==> src/rtl/cmd_responder.sv <==
// Hub command responder: decodes strobed function codes, drives engine pulses/config, fetches read data into regOut.
// Latency: strobe edge T -> EXEC at T+1, ack from T+2; trace reads add the traceRdValid wait (bounded by RD_TIMEOUT).
// Backpressure: one transaction in flight; new strobes are ignored until the hub's ACK strobe closes the current one.
module cmd_responder #(
    parameter int RD_TIMEOUT = 64
) (
    input  logic        clk,
    input  logic        resetn,
    input  logic [7:0]  command,
    input  logic        commandStrobe,
    input  logic [7:0]  regIn0,
    input  logic [7:0]  regIn1,
    input  logic [7:0]  regIn2,
    input  logic [7:0]  regIn3,
    input  logic [7:0]  regIn4,
    input  logic [7:0]  regIn5,
    input  logic [7:0]  regIn6,
    input  logic [7:0]  regIn7,
    output logic [7:0]  regOut0,
    output logic [7:0]  regOut1,
    output logic [7:0]  regOut2,
    output logic [7:0]  regOut3,
    output logic [7:0]  regOut4,
    output logic [7:0]  regOut5,
    output logic [7:0]  regOut6,
    output logic [7:0]  regOut7,
    output logic [7:0]  status,
    input  logic        captureBusy,
    input  logic        triggered,
    output logic        startPulse,
    output logic        abortPulse,
    output logic        softReset,
    output logic        traceRdReq,
    input  logic        traceRdValid,
    input  logic [63:0] traceRdData,
    input  logic [31:0] traceSize,
    input  logic [63:0] triggerSample,
    output logic [31:0] preTriggerCount,
    output logic [31:0] totalSampleCount,
    output logic [15:0] desiredPattern,
    output logic [15:0] activeChannels,
    output logic [15:0] dontCare,
    output logic [7:0]  edgeTriggerChannel,
    output logic        edgeTriggerType,
    output logic        edgeTriggerEnable,
    output logic        patternTriggerEnable
);

    localparam logic [7:0] CMD_NOP       = 8'h00;
    localparam logic [7:0] CMD_START     = 8'h01;
    localparam logic [7:0] CMD_ABORT     = 8'h02;
    localparam logic [7:0] CMD_TRIG_CFG  = 8'h03;
    localparam logic [7:0] CMD_BUF_CFG   = 8'h04;
    localparam logic [7:0] CMD_RD_DATA   = 8'h05;
    localparam logic [7:0] CMD_RD_SIZE   = 8'h06;
    localparam logic [7:0] CMD_RD_SAMPLE = 8'h07;
    localparam logic [7:0] CMD_ACK       = 8'h08;
    localparam logic [7:0] CMD_RESET     = 8'h09;

    localparam int TW = $clog2(RD_TIMEOUT + 1);

    typedef enum logic [1:0] {
        S_IDLE,
        S_EXEC,
        S_RD_WAIT,
        S_ACK_WAIT
    } state_t;

    state_t        state_q;
    logic          strobe_prev_q;
    logic          busy_prev_q;
    logic [7:0]    cmd_q;
    logic [63:0]   regs_q;
    logic [63:0]   regout_q;
    logic          err_q;
    logic          pending_q;
    logic          start_q;
    logic          abort_q;
    logic          sreset_q;
    logic          rdreq_q;
    logic [7:0]    status_q;
    logic [TW-1:0] tmo_q;
    logic [31:0]   total_q;
    logic [31:0]   pre_q;
    logic [15:0]   pattern_q;
    logic [15:0]   active_q;
    logic [15:0]   dc_q;
    logic [7:0]    chan_q;
    logic          etype_q;
    logic          een_q;
    logic          pen_q;

    logic strobe_rise;
    logic busy_rise;
    logic engine_busy;

    assign strobe_rise = commandStrobe & ~strobe_prev_q;
    assign busy_rise   = captureBusy & ~busy_prev_q;
    // Engine counts as busy from START until it reports captureBusy itself.
    assign engine_busy = captureBusy | pending_q;

    // Command FSM with registered pulses, config, response bytes and status.
    always_ff @(posedge clk or negedge resetn) begin
        if (!resetn) begin
            state_q       <= S_IDLE;
            strobe_prev_q <= 1'b0;
            busy_prev_q   <= 1'b0;
            cmd_q         <= 8'h00;
            regs_q        <= 64'h0;
            regout_q      <= 64'h0;
            err_q         <= 1'b0;
            pending_q     <= 1'b0;
            start_q       <= 1'b0;
            abort_q       <= 1'b0;
            sreset_q      <= 1'b0;
            rdreq_q       <= 1'b0;
            status_q      <= 8'h01;
            tmo_q         <= '0;
            total_q       <= 32'h0;
            pre_q         <= 32'h0;
            pattern_q     <= 16'h0;
            active_q      <= 16'h0;
            dc_q          <= 16'h0;
            chan_q        <= 8'h00;
            etype_q       <= 1'b0;
            een_q         <= 1'b0;
            pen_q         <= 1'b0;
        end else begin
            strobe_prev_q <= commandStrobe;
            busy_prev_q   <= captureBusy;
            start_q       <= 1'b0;
            abort_q       <= 1'b0;
            sreset_q      <= 1'b0;
            rdreq_q       <= 1'b0;
            status_q      <= {3'b000, err_q, (state_q == S_ACK_WAIT), triggered,
                              captureBusy, ~captureBusy & ~pending_q};
            if (busy_rise) begin
                pending_q <= 1'b0;
            end

            case (state_q)
                S_IDLE: begin
                    if (strobe_rise && (command != CMD_ACK)) begin
                        cmd_q   <= command;
                        regs_q  <= {regIn7, regIn6, regIn5, regIn4,
                                    regIn3, regIn2, regIn1, regIn0};
                        err_q   <= 1'b0;
                        state_q <= S_EXEC;
                    end
                end

                S_EXEC: begin
                    state_q <= S_ACK_WAIT;
                    case (cmd_q)
                        CMD_NOP: begin
                        end
                        CMD_START: begin
                            if (engine_busy) begin
                                err_q <= 1'b1;
                            end else begin
                                start_q   <= 1'b1;
                                pending_q <= 1'b1;
                            end
                        end
                        CMD_ABORT: begin
                            abort_q   <= 1'b1;
                            pending_q <= 1'b0;
                        end
                        CMD_TRIG_CFG: begin
                            if (engine_busy) begin
                                err_q <= 1'b1;
                            end else begin
                                pattern_q <= regs_q[15:0];
                                active_q  <= regs_q[31:16];
                                dc_q      <= regs_q[47:32];
                                chan_q    <= regs_q[55:48];
                                etype_q   <= regs_q[58];
                                een_q     <= regs_q[57];
                                pen_q     <= regs_q[56];
                            end
                        end
                        CMD_BUF_CFG: begin
                            if (engine_busy) begin
                                err_q <= 1'b1;
                            end else begin
                                total_q <= regs_q[31:0];
                                pre_q   <= regs_q[63:32];
                            end
                        end
                        CMD_RD_DATA: begin
                            rdreq_q <= 1'b1;
                            tmo_q   <= '0;
                            state_q <= S_RD_WAIT;
                        end
                        CMD_RD_SIZE: begin
                            regout_q <= {32'h0, traceSize};
                        end
                        CMD_RD_SAMPLE: begin
                            regout_q <= triggerSample;
                        end
                        CMD_RESET: begin
                            sreset_q  <= 1'b1;
                            pending_q <= 1'b0;
                            regout_q  <= 64'h0;
                            total_q   <= 32'h0;
                            pre_q     <= 32'h0;
                            pattern_q <= 16'h0;
                            active_q  <= 16'h0;
                            dc_q      <= 16'h0;
                            chan_q    <= 8'h00;
                            etype_q   <= 1'b0;
                            een_q     <= 1'b0;
                            pen_q     <= 1'b0;
                        end
                        default: begin
                            // Unknown codes are flagged but still acknowledged.
                            if (cmd_q > CMD_RESET) begin
                                err_q <= 1'b1;
                            end
                        end
                    endcase
                end

                S_RD_WAIT: begin
                    if (traceRdValid) begin
                        regout_q <= traceRdData;
                        state_q  <= S_ACK_WAIT;
                    end else if (tmo_q == TW'(RD_TIMEOUT - 1)) begin
                        regout_q <= 64'h0;
                        err_q    <= 1'b1;
                        state_q  <= S_ACK_WAIT;
                    end else begin
                        tmo_q <= tmo_q + TW'(1);
                    end
                end

                S_ACK_WAIT: begin
                    if (strobe_rise && (command == CMD_ACK)) begin
                        state_q <= S_IDLE;
                    end
                end

                default: state_q <= S_IDLE;
            endcase
        end
    end

    assign regOut0 = regout_q[7:0];
    assign regOut1 = regout_q[15:8];
    assign regOut2 = regout_q[23:16];
    assign regOut3 = regout_q[31:24];
    assign regOut4 = regout_q[39:32];
    assign regOut5 = regout_q[47:40];
    assign regOut6 = regout_q[55:48];
    assign regOut7 = regout_q[63:56];

    assign status               = status_q;
    assign startPulse           = start_q;
    assign abortPulse           = abort_q;
    assign softReset            = sreset_q;
    assign traceRdReq           = rdreq_q;
    assign preTriggerCount      = pre_q;
    assign totalSampleCount     = total_q;
    assign desiredPattern       = pattern_q;
    assign activeChannels       = active_q;
    assign dontCare             = dc_q;
    assign edgeTriggerChannel   = chan_q;
    assign edgeTriggerType      = etype_q;
    assign edgeTriggerEnable    = een_q;
    assign patternTriggerEnable = pen_q;

endmodule
==> config.mk <==
export PLATFORM = sky130hd
export DESIGN_NAME = cmd_responder
export DESIGN_NICKNAME = d
export VERILOG_FILES = /design/src/rtl/cmd_responder.sv
export SDC_FILE = /design/constraint.sdc
export NUM_CORES = 1
export LEC_CHECK = 0
export ABC_AREA = 0
export ABC_CLOCK_PERIOD_IN_PS = 4400
export BUFFER_PORTS_ARGS = -buffer_cell sky130_fd_sc_hd__buf_4
export CAP_MARGIN = 20
export CORE_AREA = 2 2 168 170
export CTS_BUF_LIST = sky130_fd_sc_hd__clkbuf_4
export DETAILED_ROUTE_END_ITERATION = 6
export DIE_AREA = 0 0 170 172
export PLACE_DENSITY = 0.75
export SYNTH_ARGS = -nofsm -noshare
export SYNTH_HDL_FRONTEND = slang
export SYNTH_SLANG_ARGS = --single-unit
==> constraint.sdc <==
create_clock -name clk -period 4.4 [get_ports clk]
set_input_delay 0.44 -clock clk [delete_from_list [all_inputs] [get_ports clk]]
set_output_delay 0.44 -clock clk [all_outputs]
set_load 0.01 [all_outputs]
Word level (Yosys, flattened, before mapping)
Cells that the tools add are included.
{"block": "totals", "reg_bits": 281, "inputBits": 238, "output_inout_bits": 199, "elab_cells": 130}
{"block": "op_classes", "add_sub_neg": 1, "n_lt_le_gt_ge": 1, "eq_ne": 27, "mux": 52, "n_bitwise": 8, "reduce_logical": 18}
{"cell": "$pmux W64 S3", "n": 1}
{"cell": "$mux W64", "n": 2}
{"cell": "$pmux W32 S2", "n": 2}
{"cell": "$pmux W64 S2", "n": 1}
{"cell": "$pmux W16 S2", "n": 3}
{"cell": "$mux W32", "n": 2}
{"cell": "$mux W16", "n": 3}
{"cell": "$eq A8 B3 Y1 const B", "n": 4}
{"cell": "$mux W1", "n": 21}
{"cell": "$mux W7", "n": 3}
{"cell": "$eq A8 B2 Y1 const B", "n": 2}
{"cell": "$eq A8 B4 Y1 const B", "n": 2}
{"cell": "$ne A2 B2 Y1 const B", "n": 8}
{"cell": "$pmux W8 S2", "n": 1}
{"cell": "$pmux W7 S2", "n": 1}
{"cell": "$reduce_and A3 Y1", "n": 4}
{"cell": "$pmux W1 S2", "n": 5}
{"cell": "$ne A3 B3 Y1 const B", "n": 3}
{"cell": "$eq A8 B1 Y1 const B", "n": 1}
{"cell": "$gt A8 B4 Y1 const B", "n": 1}
{"cell": "$logic_not A8 Y1", "n": 1}
{"cell": "$mux W2", "n": 4}
{"cell": "$mux W8", "n": 1}
{"cell": "$ne A8 B4 Y1 const B", "n": 1}
{"cell": "other kinds (21)", "n": 30}

Depth between registers and ports, before layout
Gate-level depths: netlist (run 1).
{"block": "depth", "depth_word": 6, "mapped_depth": 9, "depth_no_buf": 6}

Least setup slack after synthesis (run 1)
OpenSTA, ideal clock, no wires.
{"block": "synth_path", "path_type": "reg2reg", "startpoint": "register state_q[1]", "endpoint": "register pattern_q[10], in the netlist desiredPattern[10]", "setup_ps": 130, "t_arrival_ps": 1945, "required_time_ps": 4270, "slack_ps": 2325, "path_stages_with_launch": 10, "path_buffers": 3, "period_less_slack_ps": 2075, "cell_sequence": "dfrtp_1 inv_1 ha_1 inv_1 or4_1 clkbuf_1 buf_2 buf_2 nand2_1 o21ai_0"}
{"block": "synth_between", "elab_chain_len": 2}
{"item": "start: declaration", "line_no": "69", "source": "state_t state_q;"}
{"item": "start signal: assignment", "line_no": "105", "source": "state_q <= S_IDLE;"}
{"item": "start signal: assignment", "line_no": "148", "source": "state_q <= S_EXEC;"}
{"item": "start signal: assignment", "line_no": "153", "source": "state_q <= S_ACK_WAIT;"}
{"item": "$eq A2 B1 Y1", "line_no": "141", "source": "case (state_q)"}
{"item": "$reduce_and A3 Y1 (no line)"}
{"item": "end signal: assignment", "line_no": "173", "source": "pattern_q <= regs_q[15:0];"}
{"item": "end: declaration", "line_no": "85", "source": "logic [15:0] pattern_q;"}
Every way passes these cells.
A chain may end at the register's enable or synchronous reset.

Final worst setup path (run 1)
{"block": "layout_path", "startpoint": "register state_q[0]", "endpoint": "register regout_q[29]"}
{"block": "layout_between", "elab_chain_len": 3, "word_cells_on_any_way": 7, "classes_between": "4 x eq/ne; 1 x mux; 2 x reduce/logical"}
{"item": "$eq A2 B1 Y1 / $eq A2 B2 Y1 (equally long branches)", "line_no": "141"}
{"item": "$ne A4 B4 Y1 (no line), or another cell as far along"}
{"item": "$reduce_and A3 Y1 (no line)"}
{"item": "end signal: assignment", "line_no": "196", "source": "regout_q <= {32'h0, traceSize};"}
{"item": "end signal: assignment", "line_no": "199", "source": "regout_q <= triggerSample;"}
{"item": "end signal: assignment", "line_no": "226", "source": "regout_q <= traceRdData;"}
{"item": "end: declaration", "line_no": "74", "source": "logic [63:0] regout_q;"}
Several ways; a longest one is shown, not always the timed one.

==> summary.md, run 1 <==
| Metric | Value |
|---|---|
| Register area | `7008 um2` |
| XOR/XNOR Fraction of Synth Area | `0` |
| Adder and majority gate portion of the synthesized area | `0.007442` |
| Leading cell types in the layout, fill and taps excluded | `buf_4 (438), dfrtp_1 (279), nand2_1 (158)` |
| PD cells | `649.7 nW/um2` |
| Worst hold slack | `64.61 ps` |
| Startpoint Class | `register` |
| Cell Area, Synth | `11,770 um2` |
| HPWL after DPL | `26.41 mm` |
| Status | `completed` |
| Gp weighted congestion | `0.9128` |
| Internal reg-to-reg setup slack | `1570 ps` |
| Worst slack, placed | `1654 ps` |
| YS warnings | `0` |
| RSZ-0062 raised after global routing | `false` |
| Clk buf depth | `3` |
| Yosys cell types | `54` |
| Final non-filler cell total | `2,072` |
| Resized Gates After CTS | `0` |
| FILL cells | `2,265` |
| Hold Crit Start | `triggerSample[7]` |
| WL final | `39.61 mm` |
| Final Cycle Share | `0.6433` |
| Largest family of logic cells by synthesized area | `compound AO/OA/AOI/OAI gates` |
| Area occupied by multi-input gates | `4177 um2` |
| Synth Register Bits | `280` |
| Grt ovf | `0` |
| Setup violators final | `0` |
| Total Nets Final | `1,911` |
| Slowest-stage cell, CP | `and2_2` |
| Sw Ratio | `0.3702` |
| FF-to-FF End | `regout_q[29]` |
| Ys async rst share | `1.000` |
| Max Cap Viol | `0` |
| Leak | `8.327 nW` |
| CP Class | `reg -> reg` |
| Post-synthesis instance total | `1,140` |
| Met2 wire len | `19.08 mm` |
| Post-route minimum period | `2831 ps` |
| Antenna Nets Post-Route | `0` |
| Clock Sinks | `280` |
| Hold path endpoint | `regout_q[7]` |
| CTS tree | `yes` |
| Die Footprint | `29,240 um2` |
| Boundary Pins | `437` |
| Crit-path cells | `inv_1, ha_1, and2_2, buf_4, a22oi_1, a31oi_1` |
| Root Driver | `clkbuf_4` |
| Fmax | `0.3533 GHz` |
| Initial antenna violation count | `7` |
| Wire per inst | `19.12 um` |
| Overall Power | `11.17 mW` |
| Crit. End Element | `register` |
| P_sw | `4.135 mW` |
| Sequential area share after synthesis | `0.5955` |
| Largest net degree at the start of global routing | `137` |
| Clock skew | `51.70 ps` |
| Hold Crit Depth | `3` |
| Worst Path Arrival | `3380 ps` |
| # rows | `61` |
| Clk pwr share | `0.216` |
| Fraction of layout cells with a size suffix above 1 | `0.3836` |
| Comb power frac | `0.388` |
| Worst Slack Setup Final | `1569 ps` |
| Clock latency on the worst-skew pair | `690 ps` |
| Post-synthesis mux area share | `0.07314` |
| Worst-Margin Slew | `1065 ps` |
| Worst min path class | `in -> reg` |
| Final Hold Viols | `0` |
| Synth Area per Inst | `10.32 um2` |
| Detailed-router iteration count before antenna repair | `5` |
| Port-buffer cells | `433` |
| Internal power | `7.037 mW` |
| Initial core utilization | `0.4283` |
| Post-synthesis simple-gate area fraction | `0.1236` |
| Crit path max fanout | `36` |
| Area Growth Syn to Fin | `46.10%` |
| Die width | `170 um` |
| # DRC | `0` |
| H-tree level count | `3` |
| Commonest non-fill, non-tap cell in the layout | `buf_4` |
| Met3 wire length | `3.676 mm` |
| All-Layer GR Usage | `0.2638` |
| Synth Area in Compound Gates | `0.1440` |
| DR vias | `10,840` |
| Die Y | `172 um` |
| CORE AREA | `27,480 um2` |
| Highest routed layer | `met4` |
| Worst reg2reg path startpoint | `state_q[0]` |
| First-pass GRT wire length | `59.93 mm` |
| Post-synth EDFFs | `0` |
| Sequential power share | `0.396` |
| Worst VDD drop | `0.6235 mV` |
| Worst-path clk slew | `60 ps` |
| Vias in the first global route | `11,030` |
| Final TNS setup | `0 ps` |
| Worst-case reg-to-reg path depth | `6` |
| Post-synth top flop | `dfrtp_1` |
| TritonCTS Buffers | `79` |
| Slew HR | `0.2902` |
| WP data required | `4950 ps` |
| CP max stage delay | `670 ps` |
| Wire length on met1 | `15.23 mm` |
| Fin. max-slew vios | `0` |
| Iteration-0 DRC count of the detailed router | `723` |
| Cell total after placement | `1,844` |
| Vias per Instance | `5.233` |
==> per-stage QoR <==
stage               cell area, um2  utilization
CTS                          17150       0.6240
global placement             15280       0.5562
floorplan                    11780            -
detailed placement           15280       0.5562
finish                       17190       0.6258
global route                 17190       0.6256
==> logic make-up (layout without fill, tap and decap cells) <==
logic type | after synthesis | count (layout)
AO/OA/AOI/OAI | 281 | 281
adder cells (fa/ha/maj) | 7 | 7
buffers and inverters | 162 | 738
flip-flops | 280 | 280
multiplexers | 77 | 77
other | 1 | 11
AND/OR/NAND/NOR | 332 | 332
==> layout make-up <==
| type | instances | area share |
|---|---|---|
| Tap cell | 346 | 0.02518 |
| Clock buffer | 120 | 0.05239 |
| Sequential cell | 280 | 0.4076 |
| Clock inverter | 13 | 0.005967 |
| Inverter | 75 | 0.01637 |
| Antenna cell | 8 | 0.001164 |
| Timing Repair Buffer | 530 | 0.2484 |
| Multi-Input combinational cell | 700 | 0.2429 |
==> state kept, by name (all words and copies together) (netlist names), 8 cells and up <==
signal	cells
edgeTriggerChannel	8
activeChannels	16
cmd_q	8
dontCare	16
regout_q	64
regs_q	64
preTriggerCount	32
desiredPattern	16
totalSampleCount	32
==> cells in the mapped netlist, types with 2 or more instances <==
cell type / count / area, um2
a31oi_1: 35 / 219.0
nor3_1: 4 / 20.02
nand3_1: 72 / 360.4
a21oi_1: 33 / 165.2
dfrtp_1: 279 / 6982
nor3b_1: 2 / 15.01
mux2_2: 72 / 810.8
nand3b_1: 4 / 30.03
nor4b_1: 2 / 17.52
inv_1: 75 / 281.5
o22ai_1: 2 / 12.51
and3_1: 2 / 12.51
nand2_1: 159 / 596.8
nand2b_1: 2 / 12.51
and2_1: 3 / 18.77
o21ai_0: 127 / 635.6
buf_2: 29 / 145.1
a22o_1: 4 / 35.03
buf_4: 4 / 30.03
o31ai_1: 2 / 15.01
nor4_1: 2 / 12.51
a211oi_1: 2 / 15.01
clkbuf_1: 51 / 191.4
a22oi_1: 64 / 480.5
buf_1: 3 / 11.26
nor2_1: 67 / 251.5
or2_2: 2 / 12.51
ha_1: 7 / 87.58
mux2i_1: 5 / 50.05
==> layer usage <==
layer,vias up,global-route usage
met5,-,0
met4,0,0.1334
met3,84,0.08927
met2,462,0.4327
met1,5274,0.3110
li1,5023,-
==> power groups by stage <==
stage	Clock [mW]	Sequential, mW	Combinational, mW
6_report	2.41	4.43	4.34
5_1_grt	2.63	4.55	4.78
4_1_cts	2.49	4.41	4.33
3_5_place_dp	0	4.44	4.26
3_3_place_gp	0	4.40	4.14
2_1_floorplan	0	4.59	2.05
==> critical path, delay by kind of cell, from the launching register on <==
| kind | cells | cell delay [ps] |
|---|---|---|
| flip-flops | 1 | 430 |
| buffers and inverters | 2 | 630 |
| AO/OA/AOI/OAI | 2 | 370 |
| AND/OR/NAND/NOR | 1 | 670 |
| adder cells (fa/ha/maj) | 1 | 590 |
==> timing repair <==
item,in CTS,in global routing
hold endpoints to repair,219,0
hold buffers,86,0
buffers inserted,0,0
==> worst max-delay path by stage <==
stage,endpoint,depth (start not counted),slack (ps),from
3_5_place_dp,regout_q[29],6,1650,state_q[0]
2_1_floorplan,desiredPattern[10],9,2320,state_q[1]
6_report,regout_q[29],6,1570,state_q[0]
4_1_cts,regout_q[27],6,1560,state_q[0]
5_1_grt,regout_q[27],6,1410,state_q[0]
3_3_place_gp,totalSampleCount[15],6,1720,cmd_q[7]
Note: power is estimated with default switching activity, not from simulation.
==> run 2, diff against run 1 <==
- ABC_CLOCK_PERIOD_IN_PS: 4400 -> 2600
- PLACE_DENSITY: 0.75 -> 0.78
- clock period: 4.4 -> 2.6 ns (I/O delays scaled with it)
==> run 2 against run 1 <==
Against the previous run:
- via count increased by 16%
- non-clock buffer count grew 173
- sequential power is 74% higher
- final area grew 11%
- clock power up 71%
- utilization is 6.8 points higher
- count of clock-buffer cells in the layout shrank 14
- sequential share of layout area decreased by 4.0 points
- clock skew grew 19 ps
- register-to-register slack got worse by 1600 ps
- global-route usage up 7.5 points
- critical path depth increased by 1
==> summary.md, run 2 (synthesis gave the netlist of run 1 again) <==
| Metric | Value |
|---|---|
| Internal reg-to-reg setup slack | `4 ps` |
| CORE AREA | `27,480 um2` |
| Fraction of layout cells with a size suffix above 1 | `0.3597` |
| Overall Power | `20.57 mW` |
| Crit. End Element | `register` |
| Iteration-0 DRC count of the detailed router | `1,100` |
| Highest routed layer | `met5` |
| CTS tree | `yes` |
| First-pass GRT wire length | `74.53 mm` |
| Crit-path cells | `nor4_4, nand2_1, nor3b_4, clkbuf_16, a22oi_1, dlygate4sd3_1, a21oi_1` |
| Cell total after placement | `1,862` |
| Post-route minimum period | `2596 ps` |
| TritonCTS Buffers | `76` |
| Vias in the first global route | `12,850` |
| Met3 wire length | `5.892 mm` |
| Total Nets Final | `2,081` |
| # rows | `61` |
| WP data required | `3160 ps` |
| Vias per Instance | `5.577` |
| Boundary Pins | `437` |
| Slowest-stage cell, CP | `dlygate4sd3_1` |
| Final non-filler cell total | `2,256` |
| Setup violators final | `0` |
| All-Layer GR Usage | `0.3389` |
| Final Hold Viols | `0` |
| Area Growth Syn to Fin | `61.97%` |
| Hold Crit Start | `traceRdData[30]` |
| Clock latency on the worst-skew pair | `700 ps` |
| Startpoint Class | `register` |
| DR vias | `12,580` |
| Hold path endpoint | `regout_q[30]` |
| Design Area, Final | `19,060 um2` |
| Leading cell types in the layout, fill and taps excluded | `buf_4 (450), dfrtp_1 (276), dlygate4sd3_1 (235)` |
| Final core occ | `0.6938` |
| PD cells | `1079 nW/um2` |
| Port-buffer cells | `433` |
| Detailed-router iteration count before antenna repair | `6` |
| Clock Sinks | `280` |
| Largest net degree at the start of global routing | `119` |
| Leak | `9.053 nW` |
| Count of buffer and inverter cells on the critical path | `2` |
| Area after DPL | `15,550 um2` |
| H-tree level count | `3` |
| Worst reg2reg path startpoint | `cmd_q[4]` |
| Crit path max fanout | `15` |
| # DRC | `0` |
| Max Cap Viol | `0` |
| Hold Crit Depth | `3` |
| Worst slack, placed | `283.7 ps` |
| Clk buf depth | `3` |
| Final Cycle Share | `0.9984` |
| Gp weighted congestion | `0.9537` |
| Largest registers | `regout_q: 64 flops, regs_q: 64 flops` |
| Worst min path class | `in -> reg` |
| Antenna Nets Post-Route | `0` |
| Worst VDD drop | `0.5963 mV` |
| CP max stage delay | `590 ps` |
| Initial antenna violation count | `16` |
| Fmax | `0.3852 GHz` |
| Die width | `170 um` |
| HPWL after DPL | `26.66 mm` |
| Worst-Margin Slew | `602.7 ps` |
| Wire per inst | `22.15 um` |
| Die Y | `172 um` |
| FF-to-FF End | `regout_q[43]` |
| Die Footprint | `29,240 um2` |
| Wire length on met1 | `17.15 mm` |
| Worst-path clk slew | `70 ps` |
| Worst-case reg-to-reg path depth | `7` |
| Fin. max-slew vios | `0` |
| Root Driver | `clkbuf_4` |
| Clock skew | `70.59 ps` |
| Grt ovf | `0` |
| Status | `completed` |
| Initial core utilization | `0.4283` |
| Commonest non-fill, non-tap cell in the layout | `buf_4` |
| WL final | `49.98 mm` |
| Slew HR | `0.5945` |
| Worst Path Arrival | `3160 ps` |
| Met2 wire len | `23.20 mm` |
| Worst Slack Setup Final | `4.279 ps` |
| Family with the most delay on the worst path | `simple AND/OR/NAND/NOR gates` |
| CP Class | `reg -> reg` |
run 2: cell count changes in the layout (fill, tap and decap cells not counted), sizes merged:
cell / before / now
inv: 78 / 77
bufinv: 1 / 2
diode: 8 / 17
clkinv: 7 / 23
clkbuf: 120 / 107
dlygate4sd3: 86 / 235
buf: 444 / 467
run 2: per-stage QoR:
step / TNS (ps) / hold WS [ps]
2_1_floorplan: 0 / -35.59
3_3_place_gp: 0 / 290.4
3_5_place_dp: 0 / 285.2
4_1_cts: 0 / 1.980
5_1_grt: -124.3 / 0.9592
6_report: 0 / 50.23
run 2: what timing repair did:
item / CTS / global route
endpoints found under the hold margin: 252 / 0
resized for setup: 0 / 14
buffers inserted: 0 / 5
hold buffers: 235 / 0
endpoints found under the setup margin: 0 / 40
run 2: cell type report:
cell class | instances | area, um2
diodes | 17 | 42.54
flip-flops and latches | 280 | 7012
well taps | 346 | 432.9
clock buffers | 106 | 795.8
multi-input cells | 700 | 4238
repair buffers | 703 | 6073
fillers | 1929 | 8414
clock inverters | 29 | 186.4
inverters | 75 | 281.5
run 2: per-layer routing:
metal  global-route usage  vias up
met5              0.01739        -
met4               0.2259        4
met3               0.1637      317
met2               0.5217      883
met1               0.3724     6008
li1                     -     5369
run 2: worst max-delay path by stage:
| stage | cells past startpoint | to | from | slack (ps) |
|---|---|---|---|---|
| 4_1_cts | 7 | regout_q[50] | cmd_q[7] | 30 |
| 3_5_place_dp | 7 | totalSampleCount[28] | cmd_q[7] | 280 |
| 6_report | 7 | regout_q[43] | cmd_q[4] | 4 |
| 3_3_place_gp | 7 | totalSampleCount[27] | cmd_q[7] | 380 |
| 2_1_floorplan | 9 | desiredPattern[10] | state_q[1] | 520 |
| 5_1_grt | 7 | regout_q[14] | cmd_q[1] | -40 |
run 2: worst min-delay path, cell delays in order:
cell and delay, ps:
buf_4 90, a22oi_1 110, a31oi_1 170
run 2: power breakdown:
part | internal [mW] | switching (mW)
Clock | 2.11 | 2.00
Sequential | 6.22 | 1.48
Combinational | 4.17 | 4.60
